===== config.mk =====
export PLATFORM = sky130hd
export DESIGN_NAME = fetch_ctrl
export DESIGN_NICKNAME = d
export VERILOG_FILES = /design/src/rtl/fetch_ctrl.sv
export SDC_FILE = /design/constraint.sdc
export NUM_CORES = 1
export LEC_CHECK = 0
export BUFFER_PORTS_ARGS = -buffer_cell sky130_fd_sc_hd__buf_4
export CORE_AREA = 10 10 47 49
export DETAILED_ROUTE_END_ITERATION = 8
export DIE_AREA = 0 0 57 59
export MAX_ROUTING_LAYER = met4
export PLACE_DENSITY = 0.53
export SKIP_CTS_REPAIR_TIMING = 1
export SKIP_LAST_GASP = 1
export SLEW_MARGIN = 10
export SYNTH_ARGS = -nofsm -noshare
export SYNTH_HDL_FRONTEND = slang
export SYNTH_SLANG_ARGS = --single-unit
export TNS_END_PERCENT = 50

===== constraint.sdc =====
create_clock -name clk -period 2.2 [get_ports clk]
set_clock_uncertainty 0.05 [all_clocks]
set_input_delay 0.44 -clock clk [delete_from_list [all_inputs] [get_ports clk]]
set_output_delay 0.44 -clock clk [all_outputs]
set_load 0.02 [all_outputs]

===== src/rtl/fetch_ctrl.sv =====
// Two-byte instruction fetch sequencer driving the ARF (PC) and IR strobes.
// Optional wait timeout enabled by defining FETCH_CTRL_TIMEOUT_EN.
module fetch_ctrl #(
  parameter int TIMEOUT_CYCLES = 8
) (
  input  logic       clk,
  input  logic       rst,
  input  logic       start,
  input  logic       mem_ready,
  output logic       mem_rd,
  output logic [1:0] arf_outasel,
  output logic [3:0] arf_rsel,
  output logic [1:0] arf_funsel,
  output logic       ir_enable,
  output logic [1:0] ir_funsel,
  output logic       ir_lh,
  output logic       busy,
  output logic       done,
  output logic       err
);

  if (TIMEOUT_CYCLES < 1 || TIMEOUT_CYCLES > 255) begin : g_bad_timeout
    $error("fetch_ctrl: TIMEOUT_CYCLES must be in 1..255");
  end

  typedef enum logic [2:0] {
    IDLE   = 3'd0,
    REQ_LO = 3'd1,
    REQ_HI = 3'd2,
    DONE   = 3'd3,
    ERR    = 3'd4
  } state_e;

  state_e state_q, state_d;
  logic   timeout;

  always_ff @(posedge clk) begin
    if (rst) begin
      state_q <= IDLE;
    end else begin
      state_q <= state_d;
    end
  end

`ifdef FETCH_CTRL_TIMEOUT_EN
  localparam logic [7:0] WAIT_LAST = 8'(TIMEOUT_CYCLES - 1);

  logic [7:0] wait_q, wait_d;
  logic       in_req;

  assign in_req = (state_q == REQ_LO) || (state_q == REQ_HI);

  // Counter is zero outside the REQ states, so entering REQ_LO/REQ_HI always starts from 0.
  always_comb begin
    wait_d = 8'd0;
    if (in_req && !mem_ready) begin
      wait_d = wait_q + 8'd1;
    end
  end

  always_ff @(posedge clk) begin
    if (rst) begin
      wait_q <= 8'd0;
    end else begin
      wait_q <= wait_d;
    end
  end

  assign timeout = in_req && !mem_ready && (wait_q == WAIT_LAST);
  assign err     = (state_q == ERR);
`else
  assign timeout = 1'b0;
  assign err     = 1'b0;
`endif

  always_comb begin
    state_d     = state_q;
    mem_rd      = 1'b0;
    arf_outasel = 2'b00;
    arf_rsel    = 4'b0000;
    arf_funsel  = 2'b00;
    ir_enable   = 1'b0;
    ir_funsel   = 2'b00;
    ir_lh       = 1'b0;
    busy        = 1'b0;
    done        = 1'b0;
    unique case (state_q)
      IDLE, ERR: begin
        if (start) begin
          state_d = REQ_LO;
        end
      end
      REQ_LO, REQ_HI: begin
        mem_rd      = 1'b1;
        arf_outasel = 2'b11;
        busy        = 1'b1;
        ir_lh       = (state_q == REQ_HI);
        // A byte arriving loads IR and bumps PC in the same cycle.
        if (mem_ready) begin
          ir_enable  = 1'b1;
          ir_funsel  = 2'b01;
          arf_rsel   = 4'b0001;
          arf_funsel = 2'b11;
          state_d    = (state_q == REQ_LO) ? REQ_HI : DONE;
        end else if (timeout) begin
          state_d = ERR;
        end
      end
      DONE: begin
        busy    = 1'b1;
        done    = 1'b1;
        state_d = IDLE;
      end
      default: begin
        state_d = IDLE;
      end
    endcase
  end

endmodule


==> results of run 1 <==
==> routing by layer <==
layer	track usage [%]	share of wire (%)	vias to the layer above
met2	4.651	42	13
met5	-	0	-
li1	-	-	105
met3	3.863	16	0
met1	3.465	41	82
met4	2.013	0	0
==> synthesized netlist by cell type <==
cell      number
buf_4         11
ha_1           4
inv_1          3
a21oi_1        2
dfxtp_1        2
nor2_1         2
and2_1         1
and2b_1        1
conb_1         1
nand2b_1       1
nor2b_1        1
nor3_1         1
o21ai_0        1
or4_1          1
==> per-stage QoR <==
step / std cells / util (%) / total power, mW
finish: 58 / 23.48 / 0.4916
floorplan: 36 / - / 0.3425
global route: 58 / 23.48 / 0.5358
CTS: 58 / 23.48 / 0.5068
detailed placement: 55 / 21.88 / 0.4180
global placement: 55 / 21.88 / 0.4157
==> area by class of cell <==
cell class	count	area share [%]
timing repair buffer	14	31.94
clock buffer	3	6.844
sequential	2	12.17
tap	16	6.084
inverter	3	3.422
multi-input combinational	20	39.54
==> placed cells by master, fill, tap and decap left out, drive strengths merged <==
| cell type | instances |
|---|---|
| nor2 | 2 |
| nor2b | 1 |
| buf | 14 |
| clkbuf | 3 |
| and2b | 1 |
| dfxtp | 2 |
| a21oi | 2 |
| o21ai | 1 |
| nor3 | 1 |
| ha | 4 |
| nand2b | 1 |
| and2 | 1 |
| inv | 3 |
| or4 | 1 |
| conb | 5 |
==> cells by family (layout without fill, tap and decap cells) <==
family / Yosys count / count (layout) / synth area share, %
and+or+nand+nor: 8 / 8 / 18.60
buffers and inverters: 14 / 20 / 37.69
DFF: 2 / 2 / 16.08
other: 1 / 5 / 1.506
adders and majority gates: 4 / 4 / 20.10
AOI/OAI and AO/OA: 3 / 3 / 6.028
==> where the power goes <==
part / switching (mW) / total (mW) / leakage, nW / internal, mW
Sequential: 0.0131 / 0.0618 / 0.0165 / 0.0487
Clock: 0.0198 / 0.0799 / 0.0138 / 0.0601
Combinational: 0.205 / 0.350 / 0.158 / 0.145
==> how the worst max path moves through the flow <==
stage                             from                       to  cells past startpoint
2_1_floorplan  state_q[1]$_SDFFE_PP0P_            arf_funsel[0]                      4
3_3_place_gp   state_q[1]$_SDFFE_PP0P_             ir_funsel[0]                      4
3_5_place_dp   state_q[0]$_SDFFE_PP0P_  state_q[0]$_SDFFE_PP0P_                      5
4_1_cts        state_q[0]$_SDFFE_PP0P_            arf_funsel[1]                      4
5_1_grt        state_q[1]$_SDFFE_PP0P_            arf_funsel[1]                      4
6_report       state_q[0]$_SDFFE_PP0P_            arf_funsel[1]                      4
==> summary.txt, run 1 <==
Outcome
  • Status: finished, final reports clean

Synthesis
  • Synth unique cells: 14
  • Syn Std Cell Area: 249.0 sq um
  • #FFs+latches synth: 2
  • Leading area contributor after synthesis: buf_4
  • Area share of the largest cell type after synthesis: 33.17%
  • Top cells by area, synth: buf_4 33%, ha_1 20%, dfxtp_1 16%, inv_1 4.5%, a21oi_1 4.0%
  • Ys Warns: 0
  • Post-Synthesis Mean Instance Area: 7.781 sq um
  • Register area share after synthesis: 16.08%
  • Cells after synthesis: 32

Clock network
  • Root buf cell: clkbuf_4
  • Clock transition at path regs: 30 ps
  • CTS tree: done
  • # H-tree levels: 1
  • Clock Path Buffers: 2
  • Worst skew pair latency: 220 ps
  • TritonCTS Sinks: 2
  • CTS Buf Count: 3

Pwr
  • VDD IR max: 0.3023 mV
  • Leakage: 0.1879 nW
  • Pwr Density: 1494 nW/um^2

Route
  • Total wire length: 597 um
  • Drt initial violations: 1
  • Via count: 200
  • DR WL/cell: 10.29 um
  • Drt drc: 0
  • Vias per inst: 3.448
  • TritonRoute pass-1 iters: 4
  • Routed Antenna Nets: 0

Cells and area
  • FILL cells: 162
  • Sequential cell area: 40.04 sq um
  • Regs by FF count: state_q x2
  • Multi-input gate area: 130.1 sq um
  • Layout cell share with drive strength beyond 1: 40.48%
  • Final Instance Area: 329.1 sq um
  • # nets final: 52
  • P&R area growth vs syn: 32.16%
  • Max reg flops: 2
  • Top reg by flops: state_q
  • Antenna cells: 0

Hold path
  • Hold Path Origin: rst
  • Hold Path Depth: 2
  • Hold path endpoint: state_q[0]$_SDFFE_PP0P_
  • Hold Crit Class: input pin to flip-flop

STA
  • Final Max Slew Viols: 0
  • Final Hold Fails: 0
  • WHS: 334.1 ps
  • Max Freq: 0.5245 GHz
  • Worst Setup Slack, final: 293.6 ps
  • Final count of negative-setup-slack endpoints: 0
  • Setup_tns: 0 ps
  • Minimum clock period: 1906 ps
  • Final period util: 86.66%
  • RSZ-0062 raised after global routing: no

Placement
  • Final estimated routing congestion in global placement: 0.6868
  • Pre-CTS setup slack: 482.2 ps
  • Placed cell area: 306.5 sq um
  • IO buf count: 14

Worst setup path
  • Crit-path cells: inv_1 > ha_1 > and2_1 > buf_4
  • Worst EP required: 1710 ps
  • Arr. time, crit path: 1420 ps
  • Critical R2R Capture: state_q[0]$_SDFFE_PP0P_
  • CP Launch Type: flip-flop
  • Slowest cell on the critical path: dfxtp_1
  • Crit path largest cell delay: 370 ps
  • Launching point of the worst reg2reg path: state_q[0]$_SDFFE_PP0P_
  • Crit. End Element: output port
  • Crit-path max FO: 6
  • CP Buf/Inv Count: 2
  • Crit-path leading delay family: flip-flops
  • R2R cell count: 5
  • Reg2reg setup slack: 480 ps
  • Kind of critical path: flip-flop to output port

Floorplanning
  • Die ar.: 3363 sq um
  • Initial Util: 17.77%
  • I/O pin total: 20
  • Chip width: 57 um
  • Rows: 14
  • Core Region: 1401 sq um
  • Die span in y: 59 um

GRT
  • Vias in the first global route: 207
  • Largest net degree at the start of global routing: 7
  • Total GRT Usage: 3.695%
  • Congestion Overflow GR: 0
  • Initial antenna violation count: 0
  • First-pass GRT wire length: 910 um

Job
  • Max Cap Violations: 0
Note: power is estimated with default switching activity, not from simulation.
==> run 2: changes to the inputs <==
Settings changed: CTS_BUF_LIST set to sky130_fd_sc_hd__clkbuf_8 sky130_fd_sc_hd__clkbuf_16.
==> run 2 against run 1 <==
  * Die area is the same
  * Core utilization grew 1.3 points
  * Power grew 13%
  * Global-route usage grew 0.089 points
  * Sequential cell count is the same
  * Register-to-register slack gained 20 ps
  * Clock power grew 80%
  * Largest cell class unchanged
  * Largest power group unchanged
  * Highest routed layer unchanged
==> summary.txt, run 2 (synthesis results as in run 1) <==
Outcome
  • Status: finished, final reports clean

Cells and area
  • Max reg flops: 2 (unchanged)
  • Regs by FF count: state_q x2
  • Post-layout util: 24.82% (+1.3 points)
  • Most frequent cells in the layout: 14 x buf_4, 5 x conb_1, 4 x ha_1
  • Most common cell after layout, fill and taps aside: buf_4
  • Layout cell share with drive strength beyond 1: 40.48% (unchanged)
  • P&R area growth vs syn: 39.70%
  • # nets final: 52 (unchanged)
  • Antenna cells: 0 (unchanged)
  • Top reg by flops: state_q

Worst setup path
  • Slowest cell on the critical path: dfxtp_1
  • Crit path largest cell delay: 390 ps (+20 ps)
  • Crit-path cells: inv_1 > ha_1 > and2_1 > buf_4
  • Worst Setup SP: state_q[1]$_SDFFE_PP0P_
  • CP Launch Type: flip-flop
  • Arr. time, crit path: 1410 ps (about the same)
  • Crit-path leading delay family: flip-flops
  • CP Buf/Inv Count: 2 (unchanged)
  • Crit. End Element: output port
  • Launching point of the worst reg2reg path: state_q[0]$_SDFFE_PP0P_
  • Worst EP required: 1710 ps (about the same)
  • Reg2reg setup slack: 500 ps (+20 ps)
  • Crit-path max FO: 6 (unchanged)
  • Kind of critical path: flip-flop to output port

Route
  • Vias per inst: 3.431 (-0.50%)
  • Via count: 199 (-0.50%)
  • Routed Antenna Nets: 0 (unchanged)
  • Total wire length: 590 um (-1.2%)
  • Drt initial violations: 3 (+2)
  • Drt drc: 0 (unchanged)
  • DR WL/cell: 10.17 um (-1.2%)
  • TritonRoute pass-1 iters: 4 (unchanged)

Clock network
  • Clock transition at path regs: 30 ps (about the same)
  • TritonCTS Sinks: 2 (unchanged)
  • CTS tree: done
  • Worst skew pair latency: 210 ps (about the same)
  • CTS Buf Count: 3 (unchanged)
  • Root buf cell: clkbuf_8
  • Clock Path Buffers: 2 (unchanged)
  • # H-tree levels: 1 (unchanged)

STA
  • RSZ-0062 raised after global routing: no
  • Final Max Slew Viols: 0 (unchanged)
  • Final Hold Fails: 0 (unchanged)
  • Worst Setup Slack, final: 299.6 ps (+6.026 ps)
  • Final count of negative-setup-slack endpoints: 0 (unchanged)
  • Setup_tns: 0 ps (unchanged)
  • Max Freq: 0.5262 GHz (+0.32%)
  • Final period util: 86.38% (-0.27 points)
  • Minimum clock period: 1900 ps (-6.026 ps)

Floorplanning
  • Rows: 14 (unchanged)
  • Chip width: 57 um (unchanged)
  • Initial Util: 17.77% (unchanged)
  • I/O pin total: 20 (unchanged)
  • Die span in y: 59 um (unchanged)
  • Core Region: 1401 sq um (unchanged)
  • Die ar.: 3363 sq um (unchanged)

Hold path
  • Hold Path Origin: rst
  • Hold Crit Class: input pin to flip-flop

GRT
  • Vias in the first global route: 199 (-3.9%)
  • GR peak layer: met2
  • First-pass GRT wire length: 869 um (-4.5%)
  • Met1 usage: 3.465% (unchanged)
  • Total GRT Usage: 3.785% (+0.089 points)
  • Initial antenna violation count: 0 (unchanged)
  • GRT met3 Usage: 3.863% (unchanged)
  • Routing usage on met2: 4.031% (-0.62 points)
  • Congestion Overflow GR: 0 (unchanged)
  • Largest net degree at the start of global routing: 7 (unchanged)

Placement
  • IO buf count: 14 (unchanged)
  • Pre-CTS setup slack: 482.2 ps (unchanged)
  • Final estimated routing congestion in global placement: 0.6868 (unchanged)

Pwr
  • Pwr Density: 1593 nW/um^2 (+6.6%)
  • VDD IR max: 0.3781 mV (+25%)
  • Leakage: 0.1957 nW (+4.1%)
  • Overall Power: 554.1 uW (+13%)

Job
  • Max Cap Violations: 0 (unchanged)
## run 2: cell counts in the layout (fill, tap and decap cells not counted)
Identical to the previous run, type by type.
## run 2: layer usage
| metal | share of wire [%] | wire length (um) |
|---|---|---|
| met1 | 43 | 253 |
| met2 | 41 | 239 |
| met3 | 16 | 96 |
| met4 | 0 | 0 |
| met5 | 0 | 0 |
## run 2: worst register-to-register path, delay by kind of cell, from the launching register on
| kind | cells | cell delay [ps] |
|---|---|---|
| adder cells (fa/ha/maj) | 1 | 360 |
| flip-flops | 1 | 360 |
| AND/OR/NAND/NOR | 2 | 630 |
| buffers and inverters | 1 | 80 |
| AO/OA/AOI/OAI | 1 | 150 |
## run 2: final cells by class
class | count | area, sq um
clock buffer | 3 | 41.29
fill | 159 | 1054
inverter | 3 | 11.26
multi-input combinational | 20 | 130.1
sequential | 2 | 40.04
tap | 16 | 20.02
timing repair buffer | 14 | 105.1
## run 2: per-stage QoR
step	hold slack [ps]	area (sq um)	instances
after detailed placement	475.1	306.5	55
after global routing	346.6	347.8	58
after CTS	343.9	347.8	58
final	348.2	347.8	58
after global placement	454.8	306.5	55
after floorplan	427.6	264.0	36
## run 2: final timing paths
path,to,cells past startpoint
min reg2reg,state_q[0]$_SDFFE_PP0P_,2
max reg2reg,state_q[0]$_SDFFE_PP0P_,5
min,state_q[0]$_SDFFE_PP0P_,2
max,arf_funsel[1],4
## run 2: power by group
group | switching [mW] | internal (mW)
sequential | 0.0136 | 0.0487
clock | 0.0285 | 0.116
combinational | 0.203 | 0.145
